<file path="src/rtl/sm3_pad_arbiter_pkg.sv">
// Shared types and helpers for the SM3 pad-core round-robin arbiter.
package sm3_arb_pkg;

  typedef enum logic {ARB_IDLE, ARB_BUSY} arb_state_e;

  localparam int unsigned N_CH_MAX = 8;
  localparam int unsigned PICK_W   = 3;

  function automatic int unsigned ch_w(input int unsigned n);
    return (n > 1) ? $clog2(n) : 1;
  endfunction

  // Channels above N_CH are fed in as zero, so wrapping over N_CH_MAX
  // gives the same search order as wrapping over N_CH.
  function automatic logic [PICK_W-1:0] rr_pick(input logic [N_CH_MAX-1:0] vld,
                                                input logic [PICK_W-1:0]   ptr);
    logic [PICK_W-1:0] idx;
    logic [PICK_W-1:0] pick;
    logic              found;
    pick  = '0;
    found = 1'b0;
    for (int unsigned i = 0; i < N_CH_MAX; i++) begin
      idx = ptr + PICK_W'(i);
      if (!found && vld[idx]) begin
        pick  = idx;
        found = 1'b1;
      end
    end
    return pick;
  endfunction

endpackage

</file>
<file path="src/rtl/sm3_pad_arbiter_if.sv">
// Requester-side, pad-core-side and status signals of the SM3 pad arbiter.
interface sm3_pad_arbiter_if
  import sm3_arb_pkg::*;
#(
  parameter int unsigned N_CH = 4,
  parameter int unsigned DW   = 32,
  parameter int unsigned BW   = DW / 8
) ();
  localparam int unsigned CH_W = ch_w(N_CH);

  logic [N_CH*DW-1:0] req_d_i;
  logic [N_CH*BW-1:0] req_vld_byte_i;
  logic [N_CH-1:0]    req_vld_i;
  logic [N_CH-1:0]    req_lst_i;
  logic [N_CH-1:0]    req_rdy_o;
  logic [DW-1:0]      msg_inpt_d_o;
  logic [BW-1:0]      msg_inpt_vld_byte_o;
  logic               msg_inpt_vld_o;
  logic               msg_inpt_lst_o;
  logic               msg_inpt_rdy_i;
  logic               pad_otpt_vld_i;
  logic               pad_otpt_lst_i;
  logic [CH_W-1:0]    otpt_ch_o;
  logic               otpt_ch_vld_o;
  logic               busy_o;
  logic               err_o;

  modport slave (
    input  req_d_i, req_vld_byte_i, req_vld_i, req_lst_i,
    input  msg_inpt_rdy_i, pad_otpt_vld_i, pad_otpt_lst_i,
    output req_rdy_o, msg_inpt_d_o, msg_inpt_vld_byte_o, msg_inpt_vld_o,
    output msg_inpt_lst_o, otpt_ch_o, otpt_ch_vld_o, busy_o, err_o
  );

  modport master (
    output req_d_i, req_vld_byte_i, req_vld_i, req_lst_i,
    output msg_inpt_rdy_i, pad_otpt_vld_i, pad_otpt_lst_i,
    input  req_rdy_o, msg_inpt_d_o, msg_inpt_vld_byte_o, msg_inpt_vld_o,
    input  msg_inpt_lst_o, otpt_ch_o, otpt_ch_vld_o, busy_o, err_o
  );
endinterface

</file>
<file path="src/rtl/sm3_tag_fifo.sv">
// Small synchronous FIFO of channel tags for messages in flight in the pad core.
module sm3_tag_fifo
  import sm3_arb_pkg::*;
#(
  parameter int unsigned W     = 2,
  parameter int unsigned DEPTH = 2
) (
  input  logic         clk,
  input  logic         rst,
  input  logic         push,
  input  logic [W-1:0] din,
  input  logic         pop,
  output logic         full,
  output logic         empty,
  output logic [W-1:0] head
);
  localparam int unsigned PW = ch_w(DEPTH);
  localparam int unsigned CW = $clog2(DEPTH + 1);

  logic [W-1:0]  mem_q [DEPTH];
  logic [W-1:0]  mem_d [DEPTH];
  logic [PW-1:0] wr_q, wr_d, rd_q, rd_d;
  logic [CW-1:0] cnt_q, cnt_d;
  logic          do_push, do_pop;

  function automatic logic [PW-1:0] ptr_inc(input logic [PW-1:0] p);
    return (p == PW'(DEPTH - 1)) ? '0 : p + 1'b1;
  endfunction

  assign full  = (cnt_q == CW'(DEPTH));
  assign empty = (cnt_q == '0);
  assign head  = mem_q[rd_q];

  always_comb begin
    do_push = push && !full;
    do_pop  = pop && !empty;
    mem_d   = mem_q;
    wr_d    = wr_q;
    rd_d    = rd_q;
    cnt_d   = cnt_q;
    if (do_push) begin
      mem_d[wr_q] = din;
      wr_d        = ptr_inc(wr_q);
    end
    if (do_pop) begin
      rd_d = ptr_inc(rd_q);
    end
    if (do_push && !do_pop) begin
      cnt_d = cnt_q + 1'b1;
    end else if (do_pop && !do_push) begin
      cnt_d = cnt_q - 1'b1;
    end
  end

  always_ff @(posedge clk or posedge rst) begin
    if (rst) begin
      for (int unsigned i = 0; i < DEPTH; i++) mem_q[i] <= '0;
      wr_q  <= '0;
      rd_q  <= '0;
      cnt_q <= '0;
    end else begin
      mem_q <= mem_d;
      wr_q  <= wr_d;
      rd_q  <= rd_d;
      cnt_q <= cnt_d;
    end
  end
endmodule

</file>
<file path="src/rtl/sm3_pad_arbiter.sv">
// Round-robin, whole-message arbiter sharing one SM3 pad core among N_CH sources;
// tags each granted message so pad-core output streams can be attributed.
module sm3_pad_arbiter
  import sm3_arb_pkg::*;
#(
  parameter int unsigned N_CH      = 4,
  parameter int unsigned DW        = 32,
  parameter int unsigned BW        = DW / 8,
  parameter int unsigned TAG_DEPTH = 2
) (
  input  logic              clk,
  input  logic              rst,
  sm3_pad_arbiter_if.slave  bus
);
  localparam int unsigned CH_W = ch_w(N_CH);

  arb_state_e      state_q, state_d;
  logic [CH_W-1:0] gnt_q, gnt_d;
  logic [CH_W-1:0] rr_q, rr_d;
  logic            err_q, err_d;
  logic [CH_W-1:0] pick;
  logic            push, pop_req, fifo_full, fifo_empty;
  logic [CH_W-1:0] head;
  logic [N_CH-1:0] req_rdy;
  logic [DW-1:0]   sel_d;
  logic [BW-1:0]   sel_byte;
  logic            sel_vld, sel_lst;

  assign pick    = CH_W'(rr_pick(N_CH_MAX'(bus.req_vld_i), PICK_W'(rr_q)));
  assign pop_req = bus.pad_otpt_vld_i && bus.pad_otpt_lst_i;

  always_comb begin
    state_d  = state_q;
    gnt_d    = gnt_q;
    rr_d     = rr_q;
    push     = 1'b0;
    req_rdy  = '0;
    sel_d    = '0;
    sel_byte = '0;
    sel_vld  = 1'b0;
    sel_lst  = 1'b0;
    case (state_q)
      ARB_IDLE: begin
        if (|bus.req_vld_i && !fifo_full) begin
          gnt_d   = pick;
          push    = 1'b1;
          state_d = ARB_BUSY;
        end
      end
      ARB_BUSY: begin
        sel_d          = bus.req_d_i[gnt_q*DW +: DW];
        sel_byte       = bus.req_vld_byte_i[gnt_q*BW +: BW];
        sel_vld        = bus.req_vld_i[gnt_q];
        sel_lst        = bus.req_lst_i[gnt_q];
        req_rdy[gnt_q] = bus.msg_inpt_rdy_i;
        if (sel_vld && bus.msg_inpt_rdy_i && sel_lst) begin
          rr_d    = (gnt_q == CH_W'(N_CH - 1)) ? '0 : gnt_q + 1'b1;
          state_d = ARB_IDLE;
        end
      end
      default: state_d = ARB_IDLE;
    endcase
    err_d = err_q | (pop_req & fifo_empty);
  end

  always_ff @(posedge clk or posedge rst) begin
    if (rst) begin
      state_q <= ARB_IDLE;
      gnt_q   <= '0;
      rr_q    <= '0;
      err_q   <= 1'b0;
    end else begin
      state_q <= state_d;
      gnt_q   <= gnt_d;
      rr_q    <= rr_d;
      err_q   <= err_d;
    end
  end

  sm3_tag_fifo #(
    .W     (CH_W),
    .DEPTH (TAG_DEPTH)
  ) u_tag_fifo (
    .clk   (clk),
    .rst   (rst),
    .push  (push),
    .din   (pick),
    .pop   (pop_req),
    .full  (fifo_full),
    .empty (fifo_empty),
    .head  (head)
  );

  assign bus.req_rdy_o           = req_rdy;
  assign bus.msg_inpt_d_o        = sel_d;
  assign bus.msg_inpt_vld_byte_o = sel_byte;
  assign bus.msg_inpt_vld_o      = sel_vld;
  assign bus.msg_inpt_lst_o      = sel_lst;
  assign bus.otpt_ch_o           = fifo_empty ? '0 : head;
  assign bus.otpt_ch_vld_o       = !fifo_empty;
  assign bus.busy_o              = (state_q == ARB_BUSY);
  assign bus.err_o               = err_q;
endmodule

</file>
<file path="src/flat_wrapper.sv">
// flat-port wrapper written by rule: the top's interface ports become plain ports
module sm3_pad_arbiter_flat import sm3_arb_pkg::*;
#(
  parameter int unsigned N_CH      = 4,
  parameter int unsigned DW        = 32,
  parameter int unsigned BW        = DW / 8,
  parameter int unsigned TAG_DEPTH = 2
)
  (clk, rst, bus_req_d_i, bus_req_vld_byte_i, bus_req_vld_i, bus_req_lst_i, bus_msg_inpt_rdy_i, bus_pad_otpt_vld_i, bus_pad_otpt_lst_i, bus_req_rdy_o, bus_msg_inpt_d_o, bus_msg_inpt_vld_byte_o, bus_msg_inpt_vld_o, bus_msg_inpt_lst_o, bus_otpt_ch_o, bus_otpt_ch_vld_o, bus_busy_o, bus_err_o);
  sm3_pad_arbiter_if #(.N_CH(N_CH), .DW(DW), .BW(BW)) bus_i ();
  input  logic clk;
  input  logic rst;
  input wire logic [$bits(bus_i.req_d_i)-1:0] bus_req_d_i;
  input wire logic [$bits(bus_i.req_vld_byte_i)-1:0] bus_req_vld_byte_i;
  input wire logic [$bits(bus_i.req_vld_i)-1:0] bus_req_vld_i;
  input wire logic [$bits(bus_i.req_lst_i)-1:0] bus_req_lst_i;
  input wire logic [$bits(bus_i.msg_inpt_rdy_i)-1:0] bus_msg_inpt_rdy_i;
  input wire logic [$bits(bus_i.pad_otpt_vld_i)-1:0] bus_pad_otpt_vld_i;
  input wire logic [$bits(bus_i.pad_otpt_lst_i)-1:0] bus_pad_otpt_lst_i;
  output wire logic [$bits(bus_i.req_rdy_o)-1:0] bus_req_rdy_o;
  output wire logic [$bits(bus_i.msg_inpt_d_o)-1:0] bus_msg_inpt_d_o;
  output wire logic [$bits(bus_i.msg_inpt_vld_byte_o)-1:0] bus_msg_inpt_vld_byte_o;
  output wire logic [$bits(bus_i.msg_inpt_vld_o)-1:0] bus_msg_inpt_vld_o;
  output wire logic [$bits(bus_i.msg_inpt_lst_o)-1:0] bus_msg_inpt_lst_o;
  output wire logic [$bits(bus_i.otpt_ch_o)-1:0] bus_otpt_ch_o;
  output wire logic [$bits(bus_i.otpt_ch_vld_o)-1:0] bus_otpt_ch_vld_o;
  output wire logic [$bits(bus_i.busy_o)-1:0] bus_busy_o;
  output wire logic [$bits(bus_i.err_o)-1:0] bus_err_o;
  assign bus_i.req_d_i = bus_req_d_i;
  assign bus_i.req_vld_byte_i = bus_req_vld_byte_i;
  assign bus_i.req_vld_i = bus_req_vld_i;
  assign bus_i.req_lst_i = bus_req_lst_i;
  assign bus_i.msg_inpt_rdy_i = bus_msg_inpt_rdy_i;
  assign bus_i.pad_otpt_vld_i = bus_pad_otpt_vld_i;
  assign bus_i.pad_otpt_lst_i = bus_pad_otpt_lst_i;
  assign bus_req_rdy_o = bus_i.req_rdy_o;
  assign bus_msg_inpt_d_o = bus_i.msg_inpt_d_o;
  assign bus_msg_inpt_vld_byte_o = bus_i.msg_inpt_vld_byte_o;
  assign bus_msg_inpt_vld_o = bus_i.msg_inpt_vld_o;
  assign bus_msg_inpt_lst_o = bus_i.msg_inpt_lst_o;
  assign bus_otpt_ch_o = bus_i.otpt_ch_o;
  assign bus_otpt_ch_vld_o = bus_i.otpt_ch_vld_o;
  assign bus_busy_o = bus_i.busy_o;
  assign bus_err_o = bus_i.err_o;
  sm3_pad_arbiter #(.N_CH(N_CH), .DW(DW), .BW(BW), .TAG_DEPTH(TAG_DEPTH)) u_core (.clk(clk), .rst(rst), .bus(bus_i));
endmodule
</file>
<file path="config.mk">
export PLATFORM = sky130hd
export DESIGN_NAME = sm3_pad_arbiter_flat
export DESIGN_NICKNAME = d
export VERILOG_FILES = /design/src/rtl/sm3_pad_arbiter_pkg.sv /design/src/rtl/sm3_pad_arbiter_if.sv /design/src/rtl/sm3_tag_fifo.sv /design/src/rtl/sm3_pad_arbiter.sv /design/src/flat_wrapper.sv
export SDC_FILE = /design/constraint.sdc
export NUM_CORES = 1
export LEC_CHECK = 0
export ABC_AREA = 1
export BUFFER_PORTS_ARGS = -buffer_cell sky130_fd_sc_hd__buf_4
export CORE_UTILIZATION = 39
export DETAILED_ROUTE_END_ITERATION = 6
export MAX_ROUTING_LAYER = met4
export PLACE_DENSITY_LB_ADDON = 0.08
export REMOVE_ABC_BUFFERS = 1
export SYNTH_ARGS = -nofsm -noshare
export SYNTH_HDL_FRONTEND = slang
export SYNTH_SLANG_ARGS = --single-unit
</file>
<file path="constraint.sdc">
create_clock -name clk -period 2.8 [get_ports clk]
set_clock_uncertainty 0.2 [all_clocks]
set_input_delay 0 -clock clk [delete_from_list [all_inputs] [get_ports clk]]
set_output_delay 0 -clock clk [all_outputs]
set_load 0.01 [all_outputs]
</file>
; After elaboration in Yosys (flattened, before gate mapping)
; Cells that the tools add are included.
[op_classes]
n_addsub = 12
order_cmp = 13
n_eq_ne = 2
shift = 2
mux = 58
n_bitwise = 6
reduce_logical = 33
[ops]
columns = op, n
row1 = $shiftx 128x8->32, 1
row2 = $mux 2, 16
row3 = $mux 32, 1
row4 = $lt 3x4->1 const B, 7
row5 = $mux 1, 25
row6 = $bmux 1 s3, 7
row7 = $logic_and 1x1->1, 17
row8 = $shiftx 16x5->4, 1
row9 = $add 2x3->3 const B, 4
row10 = $logic_not 1->1, 11
row11 = $mux 4, 2
row12 = $add 2x2->3 const B, 2
row13 = $bmux 1 s2, 3
row14 = $add 2x1->2 const B, 2
row15 = $and 4x4->4, 1
row16 = $bwmux 4, 1
row17 = $eq 2x2->1 const B, 2
row18 = $ge 2x2->1 const B, 2
row19 = $lt 2x4->1 const B, 1
row20 = $not 1->2, 2
row21 = $reduce_and 2->1, 2
row22 = $reduce_or 4->1, 1
row23 = $add 2x1->3 const B, 1
row24 = $lt 2x3->1 const B, 1
row25 = other kinds (12), 13
[totals]
regBits = 14
input_bits = 157
output_inout_bits = 47
elab_cells = 135

; Logic depth before layout (Yosys ltp)
[depth]
depth_word = 25
depth_mapped = 14
mapped_depth_nobuf = 14

; By module
; From an unflattened synthesis, not the netlist that was laid out.
[unflattened]
hier_cells = 456
hier_area_um2 = 2453.6
[by_module_without_submodules]
columns = mod, instances, cells_per_inst, area_per_inst_um2, seq_area_each_um2
row1 = sm3_pad_arbiter, 1, 402, 2028.2, 150.1
row2 = sm3_tag_fifo, 1, 54, 425.4, 200.2

; Worst setup path before layout
; OpenSTA, ideal clock, no wires.
[synth_path]
kind = register -> register
start = reg u_core.rr_q[0]
end = reg u_core.gnt_q[0]
setup_ns = 0.117
t_arrival_ns = 1.746
required_ns = 2.483
path_slack_ns = 0.737
path_stages_with_launch = 15
path_buffers = 0
synth_period_minus_slack_ns = 2.063
path_cell_list = dfrtp_1 inv_2 ha_1 inv_1 nand3_1 nand3_1 inv_2 nor2_4 nand3_2 nand2_1 inv_1 nand2_2 nand2_2 nand2_1 nand2_1
[synth_between]
elab_chain_cells = 24
elab_cells_between_ends = 52
cone_classes = 7 x add/sub / 31 x mux / 14 x reduce/logical
[synth_lines]
columns = item, line_no
row1 = from (decl), sm3_pad_arbiter.sv:19  ; logic [CH_W-1:0] rr_q, rr_d;
row2 = from (signal assigned), sm3_pad_arbiter.sv:75  ; rr_q <= rr_d;
row3 = branches (longest 23 deep; another with $add 2x1->3), --
row4 = $mux 2 *, sm3_pad_arbiter_pkg.sv:24  ; if (!found && vld[idx]) begin
row5 = to (signal assigned), sm3_pad_arbiter.sv:74  ; gnt_q <= gnt_d;
row6 = to (decl), sm3_pad_arbiter.sv:18  ; logic [CH_W-1:0] gnt_q, gnt_d;
; Every way passes the cells marked *. The select of a mux whose other input is x is not followed.
; A chain may end at the register's enable or synchronous reset.

; Worst setup path in the final report
[layout_path]
start = reg u_core.rr_q[0]
end = reg u_core.u_tag_fifo.mem_q[0] (netlist bit)
[layout_between]
elab_chain_cells = 25
elab_cells_between_ends = 53
cone_classes = 7 x add/sub / 32 x mux / 14 x reduce/logical
[layout_lines]
columns = item, line_no
row1 = branches (longest 23 deep; another with $add 2x1->3), --
row2 = $mux 2 *, sm3_pad_arbiter_pkg.sv:24
row3 = $bwmux 4 *, sm3_tag_fifo.sv:42  ; mem_d[wr_q] = din;
row4 = to (signal assigned), sm3_tag_fifo.sv:62  ; mem_q <= mem_d;
row5 = to (decl), sm3_tag_fifo.sv:20  ; logic [W-1:0] mem_q [DEPTH];
; Marks and branches as above.

==> run_results.csv <==
group,metric,value,unit
cts,tritoncts,"done",
sta,slew_headroom,52.8,%
worst_hold_path,hold_path_class,"in2reg",
floorplanning,rows,27,
sta,rsz0062_at_grt,"no",
drt,drt.antenna.violating_nets,0,
setup_path,worst_ep_arrival_time,2.28,ns
sta,drv_slew,0,
drt,drc,0,
global_routing,grt_pass1_vias,3252,
floorplanning,start_util,41.3,%
setup_path,cpMostUsedCell,"nand2_1",
cts,cts_sinks,14,
drt,drt-met1-wl,3870,um
cts,clock_path_buffers,2,
setup_path,r2r-end,"u_core.u_tag_fifo.mem_q[0]",
power,internal_power,1.77,mW
synth,netlist_instances,442,
setup_path,worstPathMaxFanout,7,
setup_path,crit_required,2.74,ns
synth,ys_warn_count,0,
setup_path,crit_path_end_kind,"flop",
placement,place_congestion,0.920,
cts,post_cts_resized,0,
drt,wirelength,9440,um
setup_path,r2r-start,"u_core.rr_q[0]",
cts,clock_latency,0.25,ns
run_status,status,"finished, final reports clean",
worst_hold_path,hold_end,"u_core.bus.busy_o",
power,power.density,950,nW/um^2
synth,synth_cell_types,27,
synth,syn_area_per_cell,5.24,um^2
global_routing,grt_pass1_wl,14900,um
cts,root_buffer,"clkbuf_8",
setup_path,cpMaxStageDelayCell,"dfrtp_1",
floorplanning,fp.dieW,79.0,um
placement,detailed_place_hpwl,7470,um
drt,wl_met2,4680,um
global_routing,grt_use_total,30.3,%
synth,synth_top_flop_cell,"dfrtp_1",
placement,place_inst,697,
global_routing,antenna_found_initial,0,
setup_path,worst-r2r-setup-slack,0.46,ns
job,maxCapViolCount,0,
global_routing,overflow,0,
cts,ctsHoldBuffers,4,
power,p_leak,2.08,nW
drt,vias_per_cell,5.00,
final_layout,stdcell_count,705,
drt,vias,3526,
drt,wl_per_cell,13.4,um
sta,fmax,427,MHz
synth,seq_area_frac_synth,15.1,%
cts,ctsHtreeMaxLevel,1,
power,clkPwrFrac,5.4,%
global_routing,grt_max_degree,42,
setup_path,reg2reg_depth,14,
power,switching_share,53.0,%
setup_path,crit_chain,"inv_2 -> ha_1 -> inv_1 -> nand3_1 -> nand3_1 -> inv_2 -> nor2_4 -> nand3_2 -> nand2_1 -> inv_1 -> nand2_2 -> nand2_2 -> nand2_1 -> nand2_1",
setup_path,critPathTopFamily,"simple AND/OR/NAND/NOR gates",
worst_hold_path,min_from,"bus_req_lst_i[0]",
synth,async_reset_ff_share,100,%
synth,syn_area,2310,um^2
setup_path,startpoint_type,"flop",
power,p_comb_share,83.5,%
sta,finalCritPeriodShare,83.6,%
final_layout,layout-drive-gt1-share,37.3,%
synth,synth_edf_count,0,
final_layout,area_delta_synth_final,71.2,%
drt,drt-pass1-iter-count,5,
cts,path_clk_slew,0.06,ns
sta,whs,0.117,ns
placement,io_buffers,203,
cts,numCtsBuffers,3,
drt,drt_iter0_drc,196,
final_layout,final_nets,798,
floorplanning,coreArea,5610,um^2
worst_hold_path,hold_depth,8,
sta,tightest_slew,0.706,ns
drt,wl_met3,613,um
cts,cts_setup_buffers,0,
power,ir_drop,0.548,mV
setup_path,critPathBufInv,4,
power,p_sw,1.99,mW
floorplanning,num_io_pins,204,
floorplanning,die_area,6250,um^2
final_layout,diodes,0,
power,p_seq_share,11.1,%
floorplanning,die_h,79.0,um
drt,highest_layer,"met4",
setup_path,crit_type,"reg2reg",
sta,finalCriticalPeriod,2.34,ns
sta,setup_viol,0,
setup_path,cp_slowest_stage_delay,0.49,ns
synth,synth_seq_cells,14,
sta,hold_violations,0,
## per-stage QoR
stage | instance area, um^2 | setup TNS [ns] | utilization, % | power, mW | worst slack [ns]
2_1_floorplan | 2190 | -3.67 | - | 2.27 | -0.582
3_3_place_gp | 3870 | 0 | 69.0 | 3.49 | 0.587
3_5_place_dp | 3870 | 0 | 69.0 | 3.54 | 0.517
4_1_cts | 3960 | 0 | 70.7 | 3.76 | 0.479
5_1_grt | 3960 | 0 | 70.7 | 4.16 | 0.220
6_report | 3960 | 0 | 70.7 | 3.76 | 0.459
## cells in the final DEF (no fill, tap or decap)
cell type	instances
o21ai_0	77
nand3_4	1
dfrtp_1	13
xor2_1	2
nand3_2	4
nor2_1	164
nor2_4	1
clkbuf_8	4
nand2_2	8
nand2_1	49
buf_4	211
ha_1	7
nand4_1	2
dfrtp_2	1
nand3_1	8
nor3_2	1
dlygate4sd3_1	4
a21oi_1	40
o22a_1	1
a21oi_2	1
inv_1	24
nand3b_1	3
nor2_2	1
nor4_1	1
o21bai_1	1
inv_2	3
xnor2_1	1
## worst register-to-register path, cell delays in order (launching register included)
cell and delay, ns:
dfrtp_1 0.49, inv_2 0.13, ha_1 0.41, inv_1 0.17
nand3_1 0.11, nand3_1 0.12, inv_2 0.06, nor2_4 0.14
nand3_2 0.08, nand2_1 0.06, inv_1 0.05, nand2_2 0.05
nand2_2 0.06, nand2_1 0.06, nand2_1 0.04
## synth_stat cells, types with 3 or more instances
master | number | area [um^2]
inv_1 | 24 | 90.1
ha_1 | 7 | 87.6
nand2_1 | 49 | 184
a21oi_1 | 40 | 200
nand2_2 | 8 | 50.1
dfrtp_1 | 14 | 350
inv_2 | 3 | 11.3
nand3_1 | 8 | 40.0
nand3b_1 | 3 | 22.5
buf_2 | 8 | 40.0
nand3_2 | 4 | 40.0
clkbuf_1 | 13 | 48.8
buf_1 | 6 | 22.5
o21ai_0 | 77 | 385
nor2_1 | 164 | 616
## final cells by class
| type | count | area [um^2] |
|---|---|---|
| well taps | 72 | 90.1 |
| repair buffers | 215 | 1620 |
| inverters | 27 | 101 |
| flip-flops and latches | 14 | 352 |
| clock buffers | 4 | 55.1 |
| fillers | 531 | 1650 |
| multi-input cells | 373 | 1740 |
## layer usage
metal / vias up / global-route usage, %
li1: 1805 / -
met1: 1565 / 35.8
met2: 126 / 50.9
met3: 30 / 5.98
met4: 0 / 11.1
met5: - / -
## power by group through the flow
stage	Clock [mW]	Combinational, mW	Sequential (mW)
final	0.202	3.14	0.419
after global routing	0.210	3.51	0.435
after CTS	0.203	3.14	0.418
after detailed placement	0	3.12	0.418
after global placement	0	3.08	0.410
after floorplan	0	1.77	0.507
## flip-flops by register name, indices dropped and copies added, names as in the netlist
name                     cells
u_core.u_tag_fifo.mem_q      4
u_core.gnt_q                 2
u_core.rr_q                  2
u_core.u_tag_fifo.cnt_q      2
u_core.bus.busy_o            1
u_core.bus.err_o             1
u_core.u_tag_fifo.rd_q       1
u_core.u_tag_fifo.wr_q       1
## logic make-up after synthesis
group	share of synthesized area, %
AOI/OAI and AO/OA	26.4
xor gates and xnor gates	1.14
adders and majority gates	3.78
buffers and inverters	9.68
DFF	15.1
and+or+nand+nor	43.9
## worst max-delay path by stage
stage	startpoint	to	slack, ns	depth (start not counted)
5_1_grt	u_core.rr_q[0]	u_core.gnt_q[0]	0.22	14
3_5_place_dp	u_core.rr_q[0]	u_core.u_tag_fifo.mem_q[0]	0.52	14
4_1_cts	u_core.rr_q[0]	u_core.u_tag_fifo.mem_q[0]	0.48	14
2_1_floorplan	u_core.gnt_q[0]	u_core.rr_q[0]	-0.58	7
3_3_place_gp	u_core.rr_q[0]	u_core.u_tag_fifo.mem_q[0]	0.59	14
6_report	u_core.rr_q[0]	u_core.u_tag_fifo.mem_q[0]	0.46	14
(Power assumes the default switching activity.)
